==> config.mk <==
export PLATFORM = sky130hd
export DESIGN_NAME = ysyx_22050612_wb_scheduler
export DESIGN_NICKNAME = d
export VERILOG_FILES = /design/src/rtl/ysyx_22050612_pkg.sv /design/src/rtl/ysyx_22050612_rr_arb2.sv /design/src/rtl/ysyx_22050612_wb_scheduler.sv
export SDC_FILE = /design/constraint.sdc
export NUM_CORES = 1
export LEC_CHECK = 0
export ABC_AREA = 0
export BUFFER_PORTS_ARGS = -buffer_cell sky130_fd_sc_hd__buf_2
export CAP_MARGIN = 0
export CORE_MARGIN = 2
export CORE_UTILIZATION = 50
export CTS_BUF_LIST = sky130_fd_sc_hd__clkbuf_8
export DETAILED_ROUTE_END_ITERATION = 6
export PLACE_DENSITY = 0.82
export SLEW_MARGIN = 20
export SYNTH_ARGS = -nofsm -noshare
export SYNTH_HDL_FRONTEND = slang
export SYNTH_SLANG_ARGS = --single-unit
==> constraint.sdc <==
create_clock -name clk -period 3.7 [get_ports clk]
set_clock_uncertainty 0.1 [all_clocks]
set_input_delay 0.185 -clock clk [delete_from_list [all_inputs] [get_ports clk]]
set_output_delay 0.185 -clock clk [all_outputs]
set_load 0.005 [all_outputs]
==> src/rtl/ysyx_22050612_pkg.sv <==
// Shared constants for the writeback scheduler slice.
//   WB_EXU / WB_LSU  : requester indices into the arbiter req/gnt vectors
//   DEF_ADDR_WIDTH   : default register index width
//   DEF_DATA_WIDTH   : default writeback data width
package ysyx_22050612_pkg;

   localparam logic WB_EXU = 1'b0;
   localparam logic WB_LSU = 1'b1;

   localparam int DEF_ADDR_WIDTH = 5;
   localparam int DEF_DATA_WIDTH = 64;

endpackage

==> src/rtl/ysyx_22050612_rr_arb2.sv <==
// Two-way round-robin arbiter.
//   clk, rst : clock, async active-high reset
//   req[1:0] : requests, indexed by WB_EXU / WB_LSU
//   gnt[1:0] : one-hot (or zero) grant, combinational from req and last
//
// last | meaning
// -----+--------------------------------------------
// EXU  | EXU was granted most recently, LSU wins tie
// LSU  | LSU was granted most recently, EXU wins tie
module ysyx_22050612_rr_arb2
   import ysyx_22050612_pkg::*;
(
   input  logic       clk,
   input  logic       rst,
   input  logic [1:0] req,
   output logic [1:0] gnt
);

   logic last;

   always_comb begin
      gnt         = 2'b00;
      gnt[WB_EXU] = req[WB_EXU] && (!req[WB_LSU] || (last == WB_LSU));
      gnt[WB_LSU] = req[WB_LSU] && (!req[WB_EXU] || (last == WB_EXU));
   end

   // Reset to LSU so that EXU takes the first tie.
   always_ff @(posedge clk or posedge rst) begin
      if (rst) begin
         last <= WB_LSU;
      end else if (|gnt) begin
         last <= gnt[WB_LSU] ? WB_LSU : WB_EXU;
      end
   end

endmodule

==> src/rtl/ysyx_22050612_wb_scheduler.sv <==
// Writeback scheduler and busy scoreboard for the integer register file.
//   issue_*        : IDU instruction presented; issue_ready stalls on RAW/WAW
//   exu_* / lsu_*  : writeback requesters, granted round-robin
//   rf_*           : registered write port into the register file
//   idle           : no busy registers and no write in progress
//   err            : sticky, set by a writeback to a register that is not busy
module ysyx_22050612_wb_scheduler
   import ysyx_22050612_pkg::*;
#(
   parameter int ADDR_WIDTH = DEF_ADDR_WIDTH,
   parameter int DATA_WIDTH = DEF_DATA_WIDTH
) (
   input  logic                  clk,
   input  logic                  rst,
   input  logic                  issue_valid,
   input  logic                  issue_wen,
   input  logic [ADDR_WIDTH-1:0] issue_rd,
   input  logic [ADDR_WIDTH-1:0] issue_rs1,
   input  logic [ADDR_WIDTH-1:0] issue_rs2,
   output logic                  issue_ready,
   input  logic                  exu_valid,
   input  logic [ADDR_WIDTH-1:0] exu_rd,
   input  logic [DATA_WIDTH-1:0] exu_data,
   output logic                  exu_ready,
   input  logic                  lsu_valid,
   input  logic [ADDR_WIDTH-1:0] lsu_rd,
   input  logic [DATA_WIDTH-1:0] lsu_data,
   output logic                  lsu_ready,
   output logic                  rf_wen,
   output logic [ADDR_WIDTH-1:0] rf_waddr,
   output logic [DATA_WIDTH-1:0] rf_wdata,
   output logic                  idle,
   output logic                  err
);

   localparam int NREG = 1 << ADDR_WIDTH;

   logic [NREG-1:0]       busy;
   logic [NREG-1:0]       busy_set;
   logic [NREG-1:0]       busy_clr;
   logic [NREG-1:0]       busy_nxt;
   logic [1:0]            req;
   logic [1:0]            gnt;
   logic                  any_gnt;
   logic [ADDR_WIDTH-1:0] gnt_rd;
   logic [DATA_WIDTH-1:0] gnt_data;
   logic                  issue_acc;

   assign req[WB_EXU] = exu_valid;
   assign req[WB_LSU] = lsu_valid;

   ysyx_22050612_rr_arb2 u_arb (
      .clk (clk),
      .rst (rst),
      .req (req),
      .gnt (gnt)
   );

   assign exu_ready = gnt[WB_EXU];
   assign lsu_ready = gnt[WB_LSU];
   assign any_gnt   = |gnt;
   assign gnt_rd    = gnt[WB_LSU] ? lsu_rd   : exu_rd;
   assign gnt_data  = gnt[WB_LSU] ? lsu_data : exu_data;

   // Deliberately independent of issue_valid so there is no valid->ready path.
   assign issue_ready = !busy[issue_rs1] && !busy[issue_rs2] && !(issue_wen && busy[issue_rd]);
   assign issue_acc   = issue_valid && issue_ready && issue_wen && (issue_rd != '0);

   // Clear follows the registered write so a dependent issue lines up with the
   // register-file update. Set is applied after clear so it wins a collision.
   always_comb begin
      busy_set = '0;
      busy_clr = '0;
      busy_set[issue_rd] = issue_acc;
      busy_clr[rf_waddr] = rf_wen;
      busy_nxt    = (busy & ~busy_clr) | busy_set;
      busy_nxt[0] = 1'b0;
   end

   always_ff @(posedge clk or posedge rst) begin
      if (rst) begin
         busy <= '0;
      end else begin
         busy <= busy_nxt;
      end
   end

   // Address/data only move on a grant; a grant to x0 still updates them but
   // leaves rf_wen low.
   always_ff @(posedge clk or posedge rst) begin
      if (rst) begin
         rf_wen   <= 1'b0;
         rf_waddr <= '0;
         rf_wdata <= '0;
      end else begin
         rf_wen <= any_gnt && (gnt_rd != '0);
         if (any_gnt) begin
            rf_waddr <= gnt_rd;
            rf_wdata <= gnt_data;
         end
      end
   end

   always_ff @(posedge clk or posedge rst) begin
      if (rst) begin
         err <= 1'b0;
      end else if (any_gnt && (gnt_rd != '0) && !busy[gnt_rd]) begin
         err <= 1'b1;
      end
   end

   assign idle = !(|busy) && !rf_wen;

endmodule

==> results of run 1 <==
area by class of cell:
class                   instances  area, µm²
diodes                          3       7.51
fillers                       646       2470
repair buffers                378       2580
well taps                     140        175
inverters                       8       32.5
clock buffers                  10        138
clock inverters                 5       27.5
flip-flops and latches        103       2580
multi-input cells             471       2920
power by group:
group	internal (W)	switching [W]	total (W)	leakage, nW
combinational	0.000762	0.000787	0.00155	2.54
sequential	0.00138	0.000403	0.00179	1.19
clock	0.000256	0.000421	0.000677	0.0926
critical path, delay by kind of cell, from the launching register on:
family / cells / cell delay [ns]
AND/OR/NAND/NOR: 3 / 0.91
AO/OA/AOI/OAI: 2 / 0.67
flip-flops: 1 / 0.47
multiplexers: 2 / 0.97
cells by family after synthesis:
group	after synthesis	share of synthesized area (%)
AOI/OAI and AO/OA	167	17.8
DFF	103	45.4
buffers and inverters	50	3.35
muxes	61	13.2
and+or+nand+nor	243	20.2
synthesized netlist by cell type (all sizes together), types with 2 or more instances:
cell type    n  area share, %
nor2       142            9.4
dfrtp      102             45
o22ai       67            7.4
o21ai       60            5.3
mux2i       47            8.3
clkbuf      37            2.4
nand2       16            1.1
nand3b      14            1.9
a21oi       13            1.1
nand2b      12            1.3
mux4        11            4.4
nor3        11           0.97
nor4        11            1.2
nand3       10           0.88
inv          8           0.53
o31ai        8            1.1
nand4        7           0.77
buf          5           0.37
or3b         4           0.62
a32oi        3           0.46
mux2         3           0.60
nor2b        3           0.33
or3          3           0.33
or4          3           0.46
a211oi       2           0.26
o2111ai      2           0.31
or2          2           0.22
how the worst max path moves through the flow:
stage | startpoint | end | slack (ns) | cells after the start
final | busy[17] | busy[29] | 0.50 | 7
after global routing | busy[29] | busy[29] | 0.38 | 7
after CTS | busy[11] | busy[5] | 0.55 | 7
after detailed placement | issue_rs2[1] | busy[25] | 0.51 | 8
after global placement | issue_rs2[1] | busy[25] | 0.54 | 8
after floorplan | rst | busy[10] | 0.71 | 1
metrics by stage:
stage	util, %	worst slack, ns	total power [W]	std cells
floorplan	-	0.713	0.00238	624
global placement	63.8	0.542	0.00301	969
detailed placement	63.8	0.510	0.00303	969
CTS	77.3	0.545	0.00384	1115
global route	77.3	0.384	0.00415	1116
finish	77.4	0.502	0.00401	1118
layer usage:
layer  wire length, µm  track usage (%)  share of wire (%)  vias to the layer above
met3              3010             11.4                 11                      224
li1                  -                -                  -                     2993
met5                 0                0                  0                        -
met2             12700             71.3                 46                      730
met1              9480             51.0                 34                     3373
met4              2520             31.0                9.1                        0
cells in the final DEF, fill, tap and decap left out, types with 11 or more instances in the layout:
master,synthesis,final
nand2b_1,12,12
mux4_2,11,11
nand3b_1,14,14
o21ai_1,16,15
dlygate4sd3_1,0,131
nor3_1,11,11
o21ai_0,44,44
nor2_1,142,142
nor4_1,11,11
o22ai_1,67,67
dfrtp_1,102,102
nand2_1,16,16
mux2i_1,47,47
buf_4,0,14
buf_2,2,233
a21oi_1,13,13
sequential cells by signal, indices dropped and copies added, names as in the netlist:
| signal | cells |
|---|---|
| u_arb.last | 1 |
| rf_wdata | 64 |
| busy | 31 |
| rf_wen | 1 |
| rf_waddr | 5 |
| err | 1 |
==> summary.md, run 1 <==
| Metric | Value |
|---|---|
| Vias in the first global route | 7447 |
| Most used DFF post-synth | dfrtp_1 |
| RR Endpoint | busy[29] |
| PortBufs | 233 |
| Setup bufs post-CTS | 0 |
| P_leak | 3.82 nW |
| Avg Synthesized Cell Area | 9.10 µm² |
| Number of flops mapped to enable cells by yosys | 0 |
| HP Start | lsu_rd[4] |
| Max incr delay on CP | 0.75 ns |
| Yosys cell types | 48 |
| Cts hold-fix bufs | 131 |
| Hold Crit Depth | 3 |
| Status | completed |
| Final Cell Area | 8460 µm² |
| Initial DRC Count | 1155 |
| Core Region | 10900 µm² |
| Post_cts resized | 0 |
| Total vias in the final route | 7320 |
| Setup TNS | 0 ns |
| Clk sinks | 103 |
| CTS tree | built |
| RD Place Congestion | 1.00 |
| DRC viols | 0 |
| Maximum capacitance violations | 0 |
| Hold Fails Final Rpt | 0 |
| Startpoint Class | register |
| Htree depth | 3 |
| Critical Path RT | 3.91 ns |
| Synthesis Warnings | 0 |
| Mapped Area | 5680 µm² |
| Final min period | 3.20 ns |
| Worst Max-Slew Pin Slew | 0.995 ns |
| DR vias/cell | 6.55 |
| Starting Density | 51.9% |
| R2r startpoint | busy[17] |
| Final period utilization | 86.4% |
| Final hold slack | 0.116 ns |
| Initial antenna violation count | 1 |
| WHS Endpoint | rf_waddr[4] |
| Worst EP arrival | 3.41 ns |
| Pin count of the biggest net entering global routing | 77 |
| Ys async rst share | 100% |
| Seq/Total Area, Yosys | 45.4% |
| Die Y | 111 µm |
| Critical path's most frequent cell | mux4_2 |
| Area growth syn-to-layout | 49.0% |
| P per Cell Area | 474 nW/µm² |
| RSZ-0062 raised after global routing | false |
| Flop2flop setup slack | 0.50 ns |
| Worst-Skew Late Latency | 0.39 ns |
| CP Capture Type | register |
| Grt total ovfl | 0 |
| Post-Synthesis Cells | 624 |
| Worst path cell trace | mux4_2 -> mux4_2 -> nand2_1 -> nand3_1 -> a211o_1 -> or4b_1 -> o21ai_1 |
| Die area | 12200 µm² |
| Post-route ant nets | 0 |
| Final setup fails | 0 |
| IO Pins | 234 |
| Global Route Usage Sum | 44.1% |
| Setup CP Type | reg2reg |
| Root Driver | clkbuf_8 |
| DIE WIDTH | 111 µm |
| Clock Path Buffers | 2 |
| Worst r2r path cells | 7 |
| Fin nets | 1130 |
| Layout cells sized above 1 | 29.1% |
| Hold Path Class | in2reg |
| Peak fanout along the critical path | 12 |
| Final WL | 27.7 mm |
| Seq cells post-synth | 103 |
| First-pass GRT wire length | 42.0 mm |
| Area post-placement | 6980 µm² |
| Average wire per standard cell | 24.7 µm |
| Drt pass-1 iters | 6 |
| Max Fclk | 313 MHz |
| Slew headroom | 33.7% |
| Slowest library cell on the worst path | or4b_1 |
| Slew Viols, Final | 0 |
| CTS buffer count | 9 |
| Row count | 38 |
| Clock transition at path regs | 0.10 ns |
| Syn Nets | 783 |
| Hpwl dp | 15.5 mm |
| Maximum VDD drop | 0.000297 V |
Note: power is estimated with default switching activity, not from simulation.
==> run 2, diff against run 1 <==
--- a/config.mk
+++ b/config.mk
@@ -9,11 +9,12 @@
 export BUFFER_PORTS_ARGS = -buffer_cell sky130_fd_sc_hd__buf_2
 export CAP_MARGIN = 0
 export CORE_MARGIN = 2
-export CORE_UTILIZATION = 50
+export CORE_UTILIZATION = 51
 export CTS_BUF_LIST = sky130_fd_sc_hd__clkbuf_8
 export DETAILED_ROUTE_END_ITERATION = 6
-export PLACE_DENSITY = 0.82
+export PLACE_DENSITY = 0.83
 export SLEW_MARGIN = 20
 export SYNTH_ARGS = -nofsm -noshare
 export SYNTH_HDL_FRONTEND = slang
+export SYNTH_HIERARCHICAL = 1
 export SYNTH_SLANG_ARGS = --single-unit
==> summary.md, run 2 <==
| Metric | Value |
|---|---|
| Status | completed |
| Hold Fails Final Rpt | 0 |
| Slew headroom | 45.1% |
| Setup TNS | 0 ns |
| Startpoint Class | register |
| Commonest non-fill, non-tap cell in the layout | buf_2 |
| Final period utilization | 82.0% |
| Htree depth | 3 |
| Core Region | 11300 µm² |
| Seq cells post-synth | 103 |
| Yosys cell types | 54 |
| DR vias/cell | 6.08 |
| Post-route ant nets | 0 |
| Slew Viols, Final | 0 |
| Leading area contributor after synthesis | dfrtp_1 |
| Average wire per standard cell | 21.4 µm |
| First-pass GRT wire length | 33.4 mm |
| Clock Path Buffers | 2 |
| Critical path's most frequent cell | mux4_2 |
| Maximum capacitance violations | 0 |
| Grt total ovfl | 0 |
| Number of flip-flops in the largest register | 64 |
| Top cell type's share of synthesized area | 43.7% |
| DIE WIDTH | 111 µm |
| Ys async rst share | 100% |
| Tot Pwr | 0.00407 W |
| Pin count of the biggest net entering global routing | 87 |
| Worst Max-Slew Pin Slew | 0.821 ns |
| Most used DFF post-synth | dfrtp_1 |
| Final WL | 21.4 mm |
| IO Pins | 234 |
| Drt pass-1 iters | 5 |
| Max Fclk | 330 MHz |
| Syn Nets | 722 |
| RD Place Congestion | 0.917 |
| Die Y | 111 µm |
| Fin nets | 1007 |
| Hold Path Class | in2reg |
| Leading registers by flop count | rf_wdata x64, busy x31, rf_waddr x5 |
| Hpwl dp | 13.9 mm |
| Clk sinks | 103 |
| Critical Path RT | 3.41 ns |
| Global Route Usage Sum | 34.4% |
| Peak fanout along the critical path | 6 |
| Avg Synthesized Cell Area | 10.4 µm² |
| Maximum VDD drop | 0.000305 V |
| Slowest library cell on the worst path | a211oi_4 |
| Final setup fails | 0 |
| Initial DRC Count | 677 |
| RSZ-0062 raised after global routing | false |
| CTS buffer count | 9 |
| Worst EP arrival | 2.75 ns |
| Max incr delay on CP | 0.56 ns |
| Area growth syn-to-layout | 38.2% |
| Final min period | 3.03 ns |
| Vias in the first global route | 6127 |
| Layout cells sized above 1 | 34.5% |
| Die area | 12300 µm² |
| CP Capture Type | primary output |
| P per Cell Area | 504 nW/µm² |
| Cts hold-fix bufs | 70 |
| Mapped Area | 5840 µm² |
| Clock transition at path regs | 0.11 ns |
| Count leader, synth | dfrtp_1 |
| P_leak | 3.74 nW |
| Setup bufs post-CTS | 0 |
| Worst-Skew Late Latency | 0.37 ns |
| Initial antenna violation count | 2 |
| PortBufs | 233 |
| Post_cts resized | 0 |
| Commonest cells after routing, fill and taps aside | 233 x buf_2, 102 x dfrtp_1, 100 x o21ai_0, 91 x mux2i_1, 78 x nand2_1 |
| Total vias in the final route | 6067 |
| CTS tree | built |
| Commonest cells in the netlist | 102 x dfrtp_1, 100 x o21ai_0, 91 x mux2i_1 |
| Worst path cell trace | mux4_2 -> mux4_2 -> a211oi_4 -> nand2_1 -> a21oi_1 -> buf_2 |
| Synth top area cells | dfrtp_1 44%, mux2i_1 16%, o21ai_0 8.6% |
| DRC viols | 0 |
| Number of flops mapped to enable cells by yosys | 0 |
| Biggest register | rf_wdata |
| Synthesis Warnings | 6 |
| Root Driver | clkbuf_8 |
| Setup CP Type | reg2out |
| Seq/Total Area, Yosys | 44.2% |
| Post-Synthesis Cells | 563 |
| Row count | 39 |
| Starting Density | 51.8% |
## run 2: cell types whose count changed in the layout (fill, tap and decap cells not counted), moves of 8 or more
cell           before  now
o31ai_1             8    0
mux2i_1            47   91
a21oi_1            13    5
o21ai_1            15   31
o21ai_0            44  100
o22ai_1            67    9
nand2b_1           12    2
nor3_1             11    1
mux4_2             11   21
nor2_1            142    9
dlygate4sd3_1     131   70
buf_4              14    6
nand2_1            16   78
## run 2: logic make-up (layout without fill, tap and decap cells)
| group | count (synthesis) | after routing | synth area share, % |
|---|---|---|---|
| AOI/OAI and AO/OA | 164 | 164 | 15.6 |
| and+or+nand+nor | 140 | 140 | 13.0 |
| muxes | 114 | 114 | 24.3 |
| DFF | 103 | 103 | 44.2 |
| buffers and inverters | 42 | 332 | 2.93 |
| other | 0 | 2 | 0 |
## run 2: worst paths after layout
check / depth (start not counted) / slack [ns] / start / endpoint
hold reg to reg: 2 / 0.41 / err / err
setup reg to reg: 6 / 0.93 / u_arb/last / rf_wdata[31]
min in group asynchronous: 3 / 0.29 / rst / u_arb/last
max in group asynchronous: 4 / 2.07 / rst / busy[11]
setup / recovery: 6 / 0.67 / busy[13] / issue_ready
hold / removal: 3 / 0.004 / exu_data[20] / rf_wdata[20]
## run 2: final cells by class
| cell class | count | area, µm² |
|---|---|---|
| antenna | 2 | 5.00 |
| clock buffer | 12 | 165 |
| clock inverter | 4 | 76.3 |
| fill | 754 | 3200 |
| inverter | 6 | 25.0 |
| multi-input combinational | 418 | 3110 |
| sequential | 103 | 2580 |
| tap | 143 | 179 |
| timing repair buffer | 310 | 1930 |
## run 2: critical path: cells and delay by family (launching register included)
family	cells	cell delay [ns]
AND/OR/NAND/NOR	1	0.11
multiplexers	2	0.98
AO/OA/AOI/OAI	2	0.70
buffers and inverters	1	0.12
flip-flops	1	0.47
## run 2: per-stage QoR
stage	utilization [%]	worst slack [ns]	cells	instance area [µm²]	hold slack, ns
finish	71.6	0.665	998	8070	0.00410
global placement	63.2	1.03	910	7130	0.119
CTS	71.6	0.664	996	8070	0.00166
floorplan	-	0.740	563	5840	-0.0253
detailed placement	63.2	1.00	910	7130	0.121
global route	71.6	0.582	998	8070	0.00675
## run 2: report_power, final
part	internal [W]	switching [W]
clock network	0.000438	0.000398
registers	0.00141	0.000460
logic	0.000714	0.000645
## run 2: routing by layer
layer	vias to the layer above	share of wire, %	track usage [%]
li1	2654	-	-
met1	2934	38	43.5
met2	392	48	54.8
met3	87	8.2	7.38
met4	0	5.6	20.7
met5	-	0	0
==> run 3, diff against run 2 <==
--- a/config.mk
+++ b/config.mk
@@ -5,11 +5,11 @@
 export SDC_FILE = /design/constraint.sdc
 export NUM_CORES = 1
 export LEC_CHECK = 0
-export ABC_AREA = 0
+export ABC_AREA = 1
 export BUFFER_PORTS_ARGS = -buffer_cell sky130_fd_sc_hd__buf_2
 export CAP_MARGIN = 0
 export CORE_MARGIN = 2
-export CORE_UTILIZATION = 51
+export CORE_UTILIZATION = 52
 export CTS_BUF_LIST = sky130_fd_sc_hd__clkbuf_8
 export DETAILED_ROUTE_END_ITERATION = 6
 export PLACE_DENSITY = 0.83
==> constraint.sdc (replaced) <==
create_clock -name clk -period 2.8 [get_ports clk]
set_clock_uncertainty 0.1 [all_clocks]
set_input_delay 0.14 -clock clk [delete_from_list [all_inputs] [get_ports clk]]
set_output_delay 0.14 -clock clk [all_outputs]
set_load 0.005 [all_outputs]
==> summary.md, run 3 <==
| Metric | Value |
|---|---|
| Pin count of the biggest net entering global routing | 66 |
| Final setup fails | 0 |
| Post-route ant nets | 0 |
| RSZ-0062 raised after global routing | false |
| Hold Crit Depth | 3 |
| Commonest cells after routing, fill and taps aside | 317 x nand2_1, 235 x nand3_1, 233 x buf_2, 131 x dlygate4sd3_1, 102 x dfrtp_1 |
| Htree depth | 3 |
| Layout cells sized above 1 | 22.5% |
| Row count | 40 |
| RD Place Congestion | 1.01 |
| Fill cells | 842 |
| WP buf/inv | 2 |
| Critical Path RT | 3.03 ns |
| Hold Path Class | in2reg |
| Area growth syn-to-layout | 43.1% |
| Hpwl dp | 16.3 mm |
| Fin nets | 1419 |
| Final min period | 2.70 ns |
| Drt pass-1 iters | 5 |
| First-pass GRT wire length | 41.7 mm |
| Levels on crit path | 6 |
| Peak fanout along the critical path | 41 |
| IO Pins | 234 |
| Number of flip-flops in the largest register | 64 |
| Max incr delay on CP | 0.59 ns |
| Grt total ovfl | 0 |
| Top cell type's share of synthesized area | 40.5% |
| Maximum capacitance violations | 0 |
| Synthesis Warnings | 6 |
| Die area | 13000 µm² |
| Clk sinks | 103 |
| Global Route Usage Sum | 41.7% |
| Worst path cell trace | a21oi_4 -> nor2_4 -> buf_4 -> nand2_1 -> nand3_1 -> dlygate4sd3_1 |
| Avg Synthesized Cell Area | 6.81 µm² |
| Initial antenna violation count | 1 |
| Count leader, synth | nand2_1 |
| DRC viols | 0 |
| Total vias in the final route | 8334 |
| Startpoint Class | register |
| Multi-input logic area | 3180 µm² |
| Yosys cell types | 27 |
| Most used DFF post-synth | dfrtp_1 |
| Die Y | 114 µm |
| Setup TNS | 0 ns |
| PortBufs | 233 |
| Worst EP arrival | 2.93 ns |
| CTS buffer count | 9 |
| Starting Density | 52.9% |
| Vias in the first global route | 7817 |
| Leading registers by flop count | rf_wdata x64, busy x31, rf_waddr x5 |
| Maximum VDD drop | 0.000462 V |
| DR vias/cell | 5.90 |
| Status | completed |
| P_leak | 4.66 nW |
| Post-Synthesis Cells | 924 |
| Mapped Area | 6300 µm² |
| Syn Nets | 1083 |
| Commonest cells in the netlist | 318 x nand2_1, 235 x nand3_1, 102 x dfrtp_1 |
| Root Driver | clkbuf_8 |
| P per Cell Area | 641 nW/µm² |
| Inst Count DP | 1264 |
| Worst-Skew Late Latency | 0.39 ns |
| DIE WIDTH | 114 µm |
| Non-filler cells, final | 1413 |
| Slew Viols, Final | 0 |
| Setup bufs post-CTS | 0 |
| Seq cells post-synth | 103 |
| Initial DRC Count | 915 |
| Final period utilization | 96.6% |
| Core Region | 11900 µm² |
| Seq/Total Area, Yosys | 41.0% |
| Register area | 2580 µm² |
| Clock Path Buffers | 2 |
| Worst r2r path cells | 6 |
| Slew headroom | 44.9% |
| Ys async rst share | 100% |
| CP Capture Type | register |
| Area post-placement | 7480 µm² |
| Hold Fails Final Rpt | 0 |
| Number of flops mapped to enable cells by yosys | 0 |
| Average wire per standard cell | 19.6 µm |
| CP delay by family, top | buffers and inverters |
| CTS tree | built |
| Max Fclk | 370 MHz |
| Commonest non-fill, non-tap cell in the layout | nand2_1 |
| Synth top area cells | dfrtp_1 41%, nand2_1 19%, nand3_1 19% |
| Setup CP Type | reg2reg |
| Worst Max-Slew Pin Slew | 0.825 ns |
| Biggest register | rf_wdata |
| Leading area contributor after synthesis | dfrtp_1 |
| Final WL | 27.7 mm |
| Slowest library cell on the worst path | dfstp_2 |
| Clock transition at path regs | 0.11 ns |
| Final Cell Area | 9010 µm² |
run 3: layout make-up:
type	count	share of cell area, %
diodes	1	0.0278
flip-flops and latches	103	28.6
well taps	147	2.04
clock buffers	9	1.38
repair buffers	375	28.6
clock inverters	7	0.972
inverters	73	3.11
multi-input cells	698	35.3
run 3: what timing repair did:
| item | in CTS | in global routing |
|---|---|---|
| gates resized for setup | 0 | 0 |
| hold endpoints to repair | 129 | 0 |
| setup endpoints to repair | 0 | 41 |
| hold buffers | 131 | 0 |
run 3: through the flow:
stage / hold WS [ns] / util (%) / total power (W) / worst slack (ns)
after floorplan: -0.0703 / - / 0.00339 / 0.882
after global placement: -0.00326 / 62.8 / 0.00425 / 0.478
final: 0.0504 / 75.6 / 0.00577 / 0.0965
after detailed placement: 0.00564 / 62.8 / 0.00427 / 0.444
after CTS: 0.0471 / 75.5 / 0.00556 / 0.0358
after global routing: 0.0568 / 75.6 / 0.00603 / 0.0617
run 3: worst paths after layout:
kind,from,to,slack [ns]
worst min register to register,err,err,0.44
max in group asynchronous,rst,busy[19],1.69
min in group asynchronous,rst,rf_waddr[1],0.15
worst min-delay path,exu_rd[2],rf_waddr[2],0.05
worst max-delay path,u_arb/last,rf_wdata[60],0.1
worst max register to register,u_arb/last,rf_wdata[60],0.1
run 3: layer usage:
layer | up-vias | wire length, µm | part of all wire (%) | global-route usage, %
li1 | 3695 | - | - | -
met1 | 3807 | 10200 | 37 | 52.8
met2 | 670 | 12400 | 45 | 63.0
met3 | 162 | 3060 | 11 | 11.3
met4 | 0 | 2110 | 7.6 | 27.3
met5 | - | 0 | 0 | 0
run 3: power breakdown:
group | switching [W] | total [W] | leakage [nW] | internal, W
clock network | 0.000592 | 0.00103 | 0.101 | 0.000434
registers | 0.000672 | 0.00255 | 1.24 | 0.00187
logic | 0.00126 | 0.00220 | 3.32 | 0.000939
run 3: tightest hold or removal path: stages:
cell,delay (ns)
buf_2,0.09
o21ai_2,0.10
o21ai_0,0.16
run 3: logic make-up after synthesis:
group           share of synthesized area, %
compound gates                          6.30
simple gates                            43.7
flops                                   41.0
buf+inv                                 9.00
